## config.mk

```make
export PLATFORM = sky130hd
export DESIGN_NAME = poisson_spike_array
export DESIGN_NICKNAME = d
export VERILOG_FILES = /design/src/rtl/poisson_pkg.sv /design/src/rtl/lfsr16_en.sv /design/src/rtl/poisson_spike_array.sv
export SDC_FILE = /design/constraint.sdc
export NUM_CORES = 1
export LEC_CHECK = 0
export CORE_MARGIN = 2
export CORE_UTILIZATION = 48
export CTS_CLUSTER_SIZE = 25
export DETAILED_ROUTE_END_ITERATION = 7
export GPL_TIMING_DRIVEN = 0
export PLACE_DENSITY = 0.77
export SYNTH_ARGS = -nofsm -noshare
export SYNTH_HDL_FRONTEND = slang
export SYNTH_SLANG_ARGS = --single-unit
```

## constraint.sdc

```tcl
create_clock -name clk -period 4.2 [get_ports clk]
set_input_delay 1.05 -clock clk [delete_from_list [all_inputs] [get_ports clk]]
set_output_delay 1.05 -clock clk [all_outputs]
set_load 0.005 [all_outputs]
```

## src/rtl/poisson_pkg.sv

```systemverilog
// Shared constants and helpers for the multi-channel Poisson spike source.
package poisson_pkg;
  localparam logic [15:0] TAP_MASK    = 16'hB400;
  localparam logic [15:0] SEED_STRIDE = 16'h9E37;

  // Channels get decorrelated seeds; an all-zero seed would lock the LFSR, so map it to 1.
  function automatic logic [15:0] seed_for(input logic [15:0] base, input int idx);
    logic [31:0] prod;
    logic [15:0] s;
    prod = 32'(idx) * 32'(SEED_STRIDE);
    s = base ^ prod[15:0];
    return (s == 16'h0) ? 16'h0001 : s;
  endfunction

  function automatic logic [4:0] popcount16(input logic [15:0] v);
    logic [4:0] c;
    c = '0;
    for (int k = 0; k < 16; k++) c = c + 5'(v[k]);
    return c;
  endfunction
endpackage

```

## src/rtl/lfsr16_en.sv

```systemverilog
// 16-bit right-shifting Galois LFSR that advances only on enabled ticks.
module lfsr16_en
  import poisson_pkg::*;
#(
  parameter logic [15:0] SEED = 16'hACE1
) (
  input  logic        clk,
  input  logic        rst,
  input  logic        en,
  output logic [15:0] rnd
);
  always_ff @(posedge clk) begin
    if (rst)     rnd <= SEED;
    else if (en) rnd <= (rnd >> 1) ^ (rnd[0] ? TAP_MASK : 16'h0000);
  end
endmodule

```

## src/rtl/poisson_spike_array.sv

```systemverilog
// N_CH independent Poisson spike channels with programmable rate and refractory period.
module poisson_spike_array
  import poisson_pkg::*;
#(
  parameter int          N_CH     = 4,
  parameter logic [15:0] RATE_DEF = 16'd3277,
  parameter int          REFRAC_W = 4,
  parameter logic [15:0] SEED     = 16'hACE1
) (
  input  logic                       clk,
  input  logic                       rst,
  input  logic                       en,
  input  logic                       cfg_we,
  input  logic [3:0]                 cfg_ch,
  input  logic [15:0]                cfg_rate,
  input  logic [REFRAC_W-1:0]        cfg_refrac,
  output logic [N_CH-1:0]            spike,
  output logic [$clog2(N_CH+1)-1:0]  spike_pop
);
  localparam int PW = $clog2(N_CH + 1);

  logic [N_CH-1:0][15:0]         rnd;
  logic [N_CH-1:0][15:0]         rate;
  logic [N_CH-1:0][REFRAC_W-1:0] refrac;
  logic [N_CH-1:0][REFRAC_W-1:0] rcnt;
  logic [N_CH-1:0]               fire;

  for (genvar i = 0; i < N_CH; i++) begin : g_ch
    lfsr16_en #(.SEED(seed_for(SEED, i))) u_lfsr (
      .clk (clk),
      .rst (rst),
      .en  (en),
      .rnd (rnd[i])
    );
    assign fire[i] = en && (rcnt[i] == '0) && (rnd[i] < rate[i]);
  end

  // Fire and rcnt reload see pre-write rate/refrac; writes land at the same edge.
  always_ff @(posedge clk) begin
    if (rst) begin
      spike     <= '0;
      spike_pop <= '0;
      rate      <= {N_CH{RATE_DEF}};
      refrac    <= '0;
      rcnt      <= '0;
    end else begin
      spike     <= fire;
      spike_pop <= PW'(popcount16(16'(fire)));
      for (int i = 0; i < N_CH; i++) begin
        if (en) begin
          if (fire[i])             rcnt[i] <= refrac[i];
          else if (rcnt[i] != '0)  rcnt[i] <= rcnt[i] - 1'b1;
        end
        if (cfg_we && (cfg_ch == 4'(i))) begin
          rate[i]   <= cfg_rate;
          refrac[i] <= cfg_refrac;
        end
      end
    end
  end
endmodule

```

* After elaboration in Yosys (flattened, before gate mapping) *
Cells that the tools add are included.

storage, ports and cells
  logic and storage cells = 77
  input bits = 28
  output and inout bits = 7
  flip-flop bits (word level) = 167

operators by class
  reductions and logical operators = 29
  bitwise gates (word level) = 4
  add/sub/neg operators = 7
  magnitude comparators = 4
  mux-type cells = 12
  eq/ne operators = 3

operators by type and width
  kind                                               number
  < comparator 16 bit                                4
  two-way mux 16 bit                                 4
  bitwise XOR 15 x 16 -> 16 bit                      4
  two-way mux 4 bit                                  8
  zero test 4 bit                                    5
  nonzero test 4 bit                                 4
  subtractor 4 x 1 -> 4 bit (second input constant)  4
  logical AND 1 bit                                  12
  == test 4 x 2 -> 1 bit (second input constant)     2
  AND reduction 2 bit                                4
  nonzero test 2 bit                                 4
  == test 4 x 1 -> 1 bit (second input constant)     1
  adder 2 x 1 -> 3 bit                               1
  adder 3 x 1 -> 3 bit                               1
  adder 1 x 1 -> 2 bit                               1

* Logic depth before layout (Yosys ltp) *
Gate-level depths: netlist of run 1.

  depth after elaboration = 6
  depth in mapped cells = 13
  mapped depth without buffers = 13

* Modules after synthesis *
A second synthesis of run 1 with hierarchy kept.

unflattened totals
  cell total of the unflattened synthesis = 914
  area, all modules = 7991.4 µm²

by module, submodules not included
  module                       area each (µm²)  times used  cells an instance  seq. area each (µm²)
  poisson_spike_array          5490.3           1           688                2062.0
  lfsr16_en at g_ch[0].u_lfsr  629.4            1           56                 320.3
  lfsr16_en at g_ch[1].u_lfsr  629.4            1           57                 320.3
  lfsr16_en at g_ch[2].u_lfsr  625.6            1           56                 320.3
  lfsr16_en at g_ch[3].u_lfsr  616.8            1           57                 320.3

* Worst setup path before layout of run 1 *
Ideal clock, no wire load.

  kind = input port to flip-flop
  from = input en
  to = register spike_pop[1]
  library setup time = 127 ps
  buffers on the path = 0
  data required time = 4073 ps
  cell stages on the path = 9
  path slack = 912 ps
  data arrival time = 3161 ps
  path through = nand2b_1 a2111o_1 nor4_2 inv_1 fa_1 inv_1 ha_1 ha_1 nor2b_1

on the way
  cells in the longest elaborated chain, start to end = 5
  elaborated cells on any way between the ends = 11
  those cells by class = add/sub: 3; reduce/logical: 8

ends and longest elaborated chain
  what                             line                       source
  from (decl)                      poisson_spike_array.sv:12  input logic en,
  logical AND 1 bit (2 in series)  poisson_spike_array.sv:35  assign fire[i] = en && (rcnt[i] == '0) && (rnd[i] < rate[i]);
  adder 1 x 1 -> 2 bit             poisson_pkg.sv:18          for (int k = 0; k < 16; k++) c = c + 5'(v[k]);
  adder 2 x 1 -> 3 bit             poisson_pkg.sv:18
  adder 3 x 1 -> 3 bit *           poisson_pkg.sv:18
  to (signal assigned)             poisson_spike_array.sv:48  spike_pop <= PW'(popcount16(16'(fire)));
  to (decl)                        poisson_spike_array.sv:18  output logic [$clog2(N_CH+1)-1:0] spike_pop

Every way passes the cells marked *; elsewhere a longest branch is shown, timed or not.
A chain may end at the register's enable or synchronous reset.

* Worst setup path after layout of run 1 *
Same ends and word-level chain as after synthesis.

==> metrics.csv, run 1 <==
stage;metric;value;unit
yosys;#FFs+latches synth;167;
worst_setup_path;CP endpoint kind;register;
floorplanning;num rows;46;
clock_network;clk buf depth;2;
layout;ANT cells;0;
drt;Vias/cell;5.525;
worst_hold_path;hold path endpoint;rate[13];
global_routing;Total GRT Usage;0.2389;
layout;commonest cells after routing, fill and taps aside;nand2_1, dfxtp_1, inv_1;
layout;area of the multi-input gates;4080;µm²
sta;fin crit period;4.056;ns
layout;layout cells sized above 1;0.05493;
layout;most common cell after layout, fill and taps aside;nand2_1;
status;status;complete, no violations;
global_routing;GRT overflow;0;
global_routing;first-pass GRT wire length;32380;µm
clock_network;CTS tree;done;
sta;RSZ-0062 raised after global routing;no;
flow_run;Max-Cap Viols;0;
layout;FILL cells;1469;
yosys;Mapped Area;7916;µm²
yosys;Post-synth EDFFs;0;
yosys;XOR/XNOR share of the synthesized area;0.01328;
sta;Final Setup Violations;0;
worst_setup_path;largest fanout on the critical path;5;
drt;via count;6624;
sta;Tcrit/Tclk final;0.9657;
clock_network;TritonCTS buffer count;17;
floorplanning;Die ar.;17540;µm²
clock_network;post-CTS resize count;0;
sta;setup total negative slack;0;ns
layout;nets@finish;1069;
clock_network;worst skew pair latency;0.44;ns
yosys;simple-gate share of the synthesized area;0.1735;
sta;Final Max Slew Viols;0;
clock_network;Post-CTS Setup Bufs;0;
worst_setup_path;r2r startpoint;rcnt[4];
yosys;Mean Syn Cell Area;8.623;µm²
sta;slew at the pin closest to its max-slew limit;0.8216;ns
drt;Routed Antenna Nets;0;
yosys;Compound-Gate Fraction of Synth Area;0.1446;
sta;fin worst setup slack;0.1442;ns
yosys;Async S/R FF share, synth;0;
yosys;Synth Instances;918;
sta;max_slew headroom;0.4512;
floorplanning;CORE AREA;16000;µm²
layout;cell area after layout;9159;µm²
worst_setup_path;Worst R2R End;spike_pop[1];
clock_network;Worst-path clk slew;0.06;ns
layout;fin util;0.5724;
clock_network;cts hold-fix bufs;0;
yosys;post-synthesis sequential area ratio;0.4223;
worst_setup_path;Crit Path Class;primary input to register;
power;PD cells;467.0;nW/µm²
global_routing;vias in the first global route;6194;
global_routing;largest net degree at the start of global routing;17;
sta;skew final;0.009621;ns
drt;Iter 0 DRT Violations;601;
yosys;Synth Flop Type;dfxtp_1;
power;Worst IR Drop VDD;0.3452;mV
yosys;YS warnings;0;
placed_design;DP Worst Slack;-0.2478;ns
drt;final WL;20300;µm
floorplanning;Initial Util;0.4948;
placed_design;HPWL Detailed;14420;µm
layout;Register Area;3343;µm²
worst_setup_path;Worst EP required;4.50;ns
worst_setup_path;setup slack, reg-to-reg;0.54;ns
worst_setup_path;Reg2Reg Depth;12;
clock_network;clock sinks;167;
layout;Area Growth Syn to Fin;15.69;%
yosys;Post-Synth Adder-Cell Area;0.1132;
drt;wire length per cell;16.93;µm
floorplanning;Die Ht;132.4;µm
global_routing;initial antenna violation count;0;
worst_hold_path;hold crit path type;register to register;
placed_design;Post-DP Area;8517;µm²
worst_setup_path;critical path startpoint category;primary input;
worst_setup_path;crit path DAT;4.36;ns
worst_hold_path;hold path startpoint;rate[13];
floorplanning;Top Ports;35;
yosys;largest family of logic cells by synthesized area;simple AND/OR/NAND/NOR gates;
clock_network;root buffer cell;clkbuf_16;
sta;Final Hold Vio Count;0;
yosys;syn_nets;1017;
placed_design;Final GP Congestion;0.8644;
yosys;mux contribution to synthesized area;0.07081;
floorplanning;Die Wd;132.4;µm
worst_hold_path;WHS Path Cells;2;
yosys;Unique masters post-synth;59;
placed_design;Port Buf Inserts;33;
drt;DRC;0;
power;Tot Pwr;4.277;mW
sta;Max Clock Freq;246.6;MHz
drt;drt first pass iters;5;
power;Static Leakage;3.777;nW
clock_network;H-tree depth;4;
## area by class of cell
cell class,count,share of cell area
well taps,216,0.02951
flip-flops and latches,167,0.3650
repair buffers,33,0.03607
multi-input cells,625,0.4455
clock buffers,22,0.05178
plain buffers,48,0.02186
inverters,78,0.03197
clock inverters,10,0.01831
## worst max path at each step
| stage | start | to | slack (ns) | cells after the start |
|---|---|---|---|---|
| global placement | en | spike_pop[1] | -0.24 | 10 |
| global route | en | spike_pop[1] | 0.05 | 10 |
| CTS | en | spike_pop[1] | 0.19 | 10 |
| detailed placement | en | spike_pop[1] | -0.25 | 10 |
| floorplan | en | spike_pop[1] | 0.91 | 9 |
| finish | en | spike_pop[1] | 0.14 | 10 |
## through the flow
step / hold slack [ns] / cells
after global routing: 0.4780 / 1199
after floorplan: 0.4319 / 918
after global placement: 0.4400 / 1167
after CTS: 0.4526 / 1199
final: 0.4552 / 1199
after detailed placement: 0.4442 / 1167
## routing by layer
layer	global-route usage	vias up	wire length [µm]
met2	0.3826	237	9307
met1	0.3171	3124	8788
met4	0.08065	0	489
li1	-	3226	-
met5	0	-	0
met3	0.05747	37	1712
## registers in the layout, summed over array words and instances (netlist names)
name,flops
refrac,16
g_ch.u_lfsr.rnd,64
rate,64
spike,4
rcnt,16
spike_pop,3
## synthesized netlist by cell type, drive strengths merged (2+ instances only)
cell,number,area [µm²]
buf,13,68.81
o21ai,16,83.83
nor3b,3,43.79
o31ai,3,36.28
o2111ai,4,35.03
o211ai,26,195.2
a41o,2,20.02
a2111oi,5,68.82
nand4,9,56.30
a21o,7,52.55
and3,3,18.77
dfxtp,167,3343
nand2,195,732.0
ha,70,875.8
mux2i,56,560.5
or3,8,50.05
a311oi,2,35.04
clkbuf,35,131.4
a211o,2,18.77
a21oi,77,385.4
nor2b,3,18.77
nand2b,5,38.78
nor2,52,195.2
xnor2,12,105.1
a211oi,7,52.55
inv,78,292.8
o21a,4,30.03
a31oi,3,18.77
nand3,17,85.08
a221oi,4,35.03
nor3,12,70.07
nand3b,3,22.52
and2,2,13.77
## power breakdown
part	switching (mW)	internal (mW)
clock	0.650	1.05
combinational	0.452	0.339
sequential	0.0899	1.70
## worst max-delay path, cell delays in order
cell	delay [ns]
clkdlybuf4s50_1	0.77
nand2b_1	0.15
a2111o_1	0.43
nor4_2	0.52
inv_1	0.26
fa_1	0.57
inv_1	0.04
ha_1	0.17
ha_1	0.27
nor2b_1	0.12
## kinds of logic (layout without fill, tap and decap cells)
logic type,count (synthesis),after routing
mux,56,56
xor+xnor,12,12
simple gates,315,315
compound gates,171,171
fa+ha+maj,71,71
flops,167,167
buf+inv,126,191
No activity file was read; power rests on OpenSTA's default activity.
==> run 2: changes to the inputs <==
Settings changed: ABC_AREA from default to 1, CORE_MARGIN 2 to 5, GPL_TIMING_DRIVEN 0 to default.
==> metrics.csv, run 2 <==
stage;metric;value;unit;change
status;status;complete, no violations;;
floorplanning;Die ar.;19000;µm²;+8.4%
floorplanning;Initial Util;0.4922;;-0.002609
placed_design;DP Worst Slack;0.9859;ns;+1.234 ns
drt;via count;6612;;-0.18%
worst_setup_path;largest fanout on the critical path;48;;+43
layout;FILL cells;1438;;-2.1%
yosys;YS warnings;0;;unchanged
drt;Vias/cell;5.118;;-7.4%
layout;most common cell after layout, fill and taps aside;nand2_1;;
sta;skew final;0.01180;ns;+0.002183 ns
yosys;Synth Flop Type;dfxtp_1;;
layout;Area Growth Syn to Fin;14.32;%;
floorplanning;num rows;46;;unchanged
layout;layout cells sized above 1;0.05204;;-0.002889
layout;fin util;0.5626;;-0.009784
worst_setup_path;slowest stage delay, CP;0.49;ns;-0.28 ns
floorplanning;Die Wd;137.9;µm;+4.1%
power;Worst IR Drop VDD;0.2990;mV;-13%
sta;Max Clock Freq;360.8;MHz;+46%
layout;ANT cells;0;;unchanged
global_routing;GRT overflow;0;;unchanged
yosys;Unique masters post-synth;35;;-41%
yosys;post-synthesis sequential area ratio;0.4261;;+0.003771
drt;drt first pass iters;5;;unchanged
worst_setup_path;slowest CP cell;buf_4;;
worst_setup_path;Crit Path Class;primary input to register;;
clock_network;H-tree depth;4;;unchanged
worst_setup_path;critical path startpoint category;primary input;;
clock_network;CTS tree;done;;
placed_design;Final GP Congestion;0.8200;;-5.1%
drt;final WL;16960;µm;-16%
sta;Tcrit/Tclk final;0.6599;;-0.3058
clock_network;root buffer cell;clkbuf_16;;
layout;commonest cells after routing, fill and taps aside;nand2_1, dfxtp_1, inv_1;;
floorplanning;Top Ports;35;;unchanged
worst_setup_path;CP Cell Sequence;buf_2, inv_2, buf_4, nor3b_2, nand4_1, nor2_1, nand2_1, inv_1, ha_1, ha_1, inv_1, nor2_1;;
drt;Iter 0 DRT Violations;372;;-38%
yosys;Mapped Area;7846;µm²;-0.89%
global_routing;initial antenna violation count;0;;unchanged
worst_setup_path;Worst EP required;4.49;ns;about the same
sta;RSZ-0062 raised after global routing;no;;
yosys;ranking of synthesized cells by area;dfxtp_1, ha_1, nand2_1;;
power;PD cells;497.7;nW/µm²;+6.6%
sta;fin crit period;2.772;ns;-1.284 ns
worst_setup_path;crit path DAT;3.06;ns;-1.30 ns
clock_network;Worst-path clk slew;0.06;ns;about the same
yosys;Post-synth EDFFs;0;;unchanged
power;Static Leakage;4.163;nW;+10%
sta;slew at the pin closest to its max-slew limit;0.8182;ns;-0.003475 ns
global_routing;Total GRT Usage;0.1919;;-0.04697
yosys;Mean Syn Cell Area;7.487;µm²;-13%
clock_network;clk buf depth;2;;unchanged
sta;fin worst setup slack;1.428;ns;+1.284 ns
yosys;most frequent cell after synthesis;nand2_1;;
clock_network;worst skew pair latency;0.43;ns;about the same
clock_network;cts hold-fix bufs;0;;unchanged
floorplanning;CORE AREA;15940;µm²;-0.36%
yosys;syn_nets;1147;;+13%
floorplanning;Die Ht;137.9;µm;+4.1%
sta;max_slew headroom;0.4538;;+0.002579
layout;nets@finish;1162;;+8.7%
clock_network;TritonCTS buffer count;17;;unchanged
yosys;Synth top area share;0.4261;;+0.003771
sta;Final Hold Vio Count;0;;unchanged
sta;Final Max Slew Viols;0;;unchanged
worst_setup_path;WP buf/inv;5;;+2
yosys;#FFs+latches synth;167;;unchanged
global_routing;largest net degree at the start of global routing;70;;+53
placed_design;HPWL Detailed;11790;µm;-18%
worst_setup_path;crit-path leading delay family;buffers and inverters;;
flow_run;Max-Cap Viols;0;;unchanged
worst_setup_path;CP endpoint kind;register;;
placed_design;Port Buf Inserts;34;;+3.0%
yosys;Async S/R FF share, synth;0;;unchanged
power;Tot Pwr;4.464;mW;+4.4%
yosys;Synth Instances;1048;;+14%
drt;Routed Antenna Nets;0;;unchanged
clock_network;post-CTS resize count;0;;unchanged
worst_hold_path;hold crit path type;register to register;;
drt;DRC;0;;unchanged
yosys;synth cell count leaders;nand2_1, dfxtp_1, inv_1;;
sta;setup total negative slack;0;ns;unchanged
global_routing;first-pass GRT wire length;29050;µm;-10%
global_routing;vias in the first global route;6289;;+1.5%
layout;biggest regs;g_ch.u_lfsr.rnd x64, rate x64;;
yosys;Synth area leader;dfxtp_1;;
clock_network;Post-CTS Setup Bufs;0;;unchanged
clock_network;clock sinks;167;;unchanged
drt;wire length per cell;13.12;µm;-22%
sta;Final Setup Violations;0;;unchanged
==> run 2: report_power, final <==
part / internal (mW) / switching (mW)
logic: 0.401 / 0.588
clock network: 1.02 / 0.634
registers: 1.73 / 0.0906
==> run 2: worst paths after layout <==
path         slack (ns)  startpoint            to  cells after the start
max                1.43          en  spike_pop[1]                     12
min reg2reg        0.46   refrac[1]     refrac[1]                      2
min                0.46   refrac[1]     refrac[1]                      2
max reg2reg        1.46     rcnt[0]  spike_pop[1]                     12
==> run 2: cells by family after synthesis <==
| family | count (synthesis) | synth area share |
|---|---|---|
| AND/OR/NAND/NOR | 368 | 0.1915 |
| buffers and inverters | 176 | 0.08579 |
| flip-flops | 167 | 0.4261 |
| adder cells (fa/ha/maj) | 71 | 0.1142 |
| AO/OA/AOI/OAI | 254 | 0.1690 |
| XOR/XNOR | 12 | 0.01339 |
==> run 2: layout make-up <==
type | instances | area, µm² | area share
multi-input cells | 705 | 3830 | 0.4270
clock buffers | 20 | 456.7 | 0.05091
repair buffers | 43 | 410.4 | 0.04575
inverters | 129 | 484.2 | 0.05398
flip-flops and latches | 167 | 3343 | 0.3727
well taps | 216 | 270.3 | 0.03013
clock inverters | 12 | 175.2 | 0.01953
==> run 2: layer usage <==
metal	GRT usage	up-vias	share of wire
met5	0	-	0
met4	0.07355	0	0.024
met3	0.04209	35	0.032
met2	0.3346	98	0.49
met1	0.2309	3045	0.45
li1	-	3434	-
==> run 2: worst register-to-register path: stages (launching register included) <==
cell and delay, ns:
dfxtp_1 0.31, inv_1 0.11, ha_1 0.16, nor3b_1 0.43, nand3_1 0.15, nor2_2 0.16
nand2_2 0.16, fa_1 0.56, inv_1 0.04, ha_1 0.18, ha_1 0.27, inv_1 0.05
nor2_1 0.03
==> run 2: stage by stage <==
stage,std cells,area (µm²),hold WS [ns]
3_3_place_gp,1260,8338,0.4361
6_report,1292,8970,0.4560
4_1_cts,1292,8970,0.4547
2_1_floorplan,1048,7846,0.4245
5_1_grt,1292,8970,0.4693
3_5_place_dp,1260,8338,0.4459
==> run 3: changes to the inputs <==
Settings changed: PLACE_DENSITY 0.77 to 0.79.
Clock period 4.2 ns to 2.3 ns, I/O delays scaled along.
==> metrics.csv, run 3 (synthesis gave the netlist of run 2 again) <==
stage;metric;value;unit;change
worst_setup_path;crit path DAT;2.79;ns;-0.27 ns
layout;Area Growth Syn to Fin;31.53;%;
drt;wire length per cell;15.12;µm;+15%
drt;Routed Antenna Nets;0;;unchanged
clock_network;Worst-path clk slew;0.06;ns;about the same
global_routing;initial antenna violation count;0;;unchanged
clock_network;clk buf depth;2;;unchanged
floorplanning;Die Wd;137.9;µm;unchanged
flow_run;Max-Cap Viols;0;;unchanged
sta;RSZ-0062 raised after global routing;yes;;
sta;Tcrit/Tclk final;1.054;;
sta;Final Max Slew Viols;0;;unchanged
clock_network;CTS tree;done;;
power;Worst IR Drop VDD;0.5585;mV;+87%
global_routing;first-pass GRT wire length;32930;µm;+13%
worst_setup_path;largest fanout on the critical path;2;;-96%
clock_network;TritonCTS buffer count;17;;unchanged
layout;biggest regs;g_ch.u_lfsr.rnd x64, rate x64;;
layout;commonest cells after routing, fill and taps aside;nand2_1, dfxtp_1, buf_4;;
sta;skew final;0.007510;ns;-0.004294 ns
layout;most common cell after layout, fill and taps aside;nand2_1;;
status;failing checks;negative setup slack;;
worst_setup_path;CP endpoint kind;register;;
sta;Final Setup Violations;2;;+2
clock_network;worst skew pair latency;0.43;ns;about the same
floorplanning;num rows;46;;unchanged
worst_setup_path;Worst EP required;2.66;ns;-1.83 ns
placed_design;HPWL Detailed;12500;µm;+6.0%
worst_hold_path;hold crit path type;register to register;;
global_routing;Total GRT Usage;0.2171;;+0.02521
clock_network;root buffer cell;clkbuf_16;;
floorplanning;Initial Util;0.4922;;unchanged
layout;layout cells sized above 1;0.2188;;+0.1667
placed_design;Final GP Congestion;0.8324;;+1.5%
drt;via count;7482;;+13%
floorplanning;Die ar.;19000;µm²;unchanged
worst_setup_path;critical path startpoint category;register;;
placed_design;Port Buf Inserts;34;;unchanged
clock_network;clock sinks;167;;unchanged
status;status;complete, but fails checks;;
sta;fin crit period;2.424;ns;
floorplanning;Die Ht;137.9;µm;unchanged
worst_setup_path;slowest CP cell;fa_1;;
layout;fin util;0.6473;;+0.08468
floorplanning;Top Ports;35;;unchanged
global_routing;vias in the first global route;7115;;+13%
sta;Final Hold Vio Count;0;;unchanged
drt;Vias/cell;5.310;;+3.8%
drt;DRC;0;;unchanged
worst_setup_path;slowest stage delay, CP;0.56;ns;+0.07 ns
drt;Iter 0 DRT Violations;551;;+48%
global_routing;GRT overflow;0;;unchanged
global_routing;largest net degree at the start of global routing;61;;-13%
worst_setup_path;Crit Path Class;register to register;;
layout;FILL cells;1194;;-17%
sta;max_slew headroom;0.5528;;+0.09903
drt;final WL;21300;µm;+26%
power;PD cells;842.5;nW/µm²;+69%
power;Static Leakage;4.735;nW;+14%
worst_setup_path;CP most frequent cell;ha_4;;
layout;ANT cells;0;;unchanged
drt;drt first pass iters;6;;+1
sta;Fin Hold WS;0.4472;ns;-0.008861 ns
layout;nets@finish;1280;;+10%
floorplanning;CORE AREA;15940;µm²;unchanged
power;Tot Pwr;8.695;mW;+95%
layout;cell area after layout;10320;µm²;+15%
worst_setup_path;CP Cell Sequence;inv_1, ha_4, nand2_1, inv_1, o21ai_2, a21oi_2, nor2_4, nand2_4, fa_1, inv_2, ha_4, ha_4, inv_2, nor2_2;;
sta;Max Clock Freq;412.5;MHz;
sta;setup total negative slack;-0.1810;ns;-0.1810 ns
sta;fin worst setup slack;-0.1242;ns;-1.553 ns
sta;slew at the pin closest to its max-slew limit;0.6708;ns;-0.1474 ns
clock_network;H-tree depth;4;;unchanged
placed_design;Post-DP Area;9086;µm²;+9.0%
-- run 3: area by class of cell --
cell class / count / area [µm²] / area share
clock inverters: 8 / 147.6 / 0.01431
inverters: 129 / 484.2 / 0.04692
multi-input cells: 705 / 4264 / 0.4132
well taps: 216 / 270.3 / 0.02619
flip-flops and latches: 167 / 3362 / 0.3258
repair buffers: 161 / 1334 / 0.1292
clock buffers: 23 / 457.9 / 0.04437
-- run 3: final timing paths --
kind	startpoint	end	slack (ns)	cells past startpoint
max	rate[25]	spike_pop[1]	-0.12	14
min	refrac[12]	refrac[12]	0.45	2
max reg2reg	rate[25]	spike_pop[1]	-0.12	14
min reg2reg	refrac[12]	refrac[12]	0.45	2
-- run 3: timing repair --
item	4_1_cts	5_1_grt
resized for setup	26	73
hold buffers	0	0
endpoints found under the hold margin	0	0
pin swaps	28	39
buffers inserted	23	5
endpoints found under the setup margin	3	8
-- run 3: routing by layer --
metal | part of all wire | wire length, µm | GRT usage | vias up
met5 | 0 | 0 | 0 | -
li1 | - | - | - | 3665
met2 | 0.50 | 10600 | 0.3820 | 228
met4 | 0.043 | 912 | 0.1070 | 0
met3 | 0.048 | 1033 | 0.03302 | 76
met1 | 0.41 | 8755 | 0.2575 | 3513
-- run 3: power by group --
part           internal (mW)  switching, mW  leakage (nW)
Clock                   1.84           1.14         0.283
Combinational           1.09           1.31          3.08
Sequential              3.15          0.169          1.37
Total                   6.08           2.61          4.74
-- run 3: worst max-delay path: cells and delay by family (launching register included) --
kind                       cells  cell delay [ns]
AOI/OAI and AO/OA              2             0.23
adders and majority gates      4             1.21
buffers and inverters          4             0.26
DFF                            1             0.30
and+or+nand+nor                4             0.36
-- run 3: metrics by stage --
| step | instances | worst slack [ns] |
|---|---|---|
| CTS | 1408 | -0.07828 |
| floorplan | 1048 | -0.1276 |
| detailed placement | 1354 | -0.1734 |
| global placement | 1354 | -0.1609 |
| finish | 1409 | -0.1242 |
| global route | 1409 | -0.1838 |
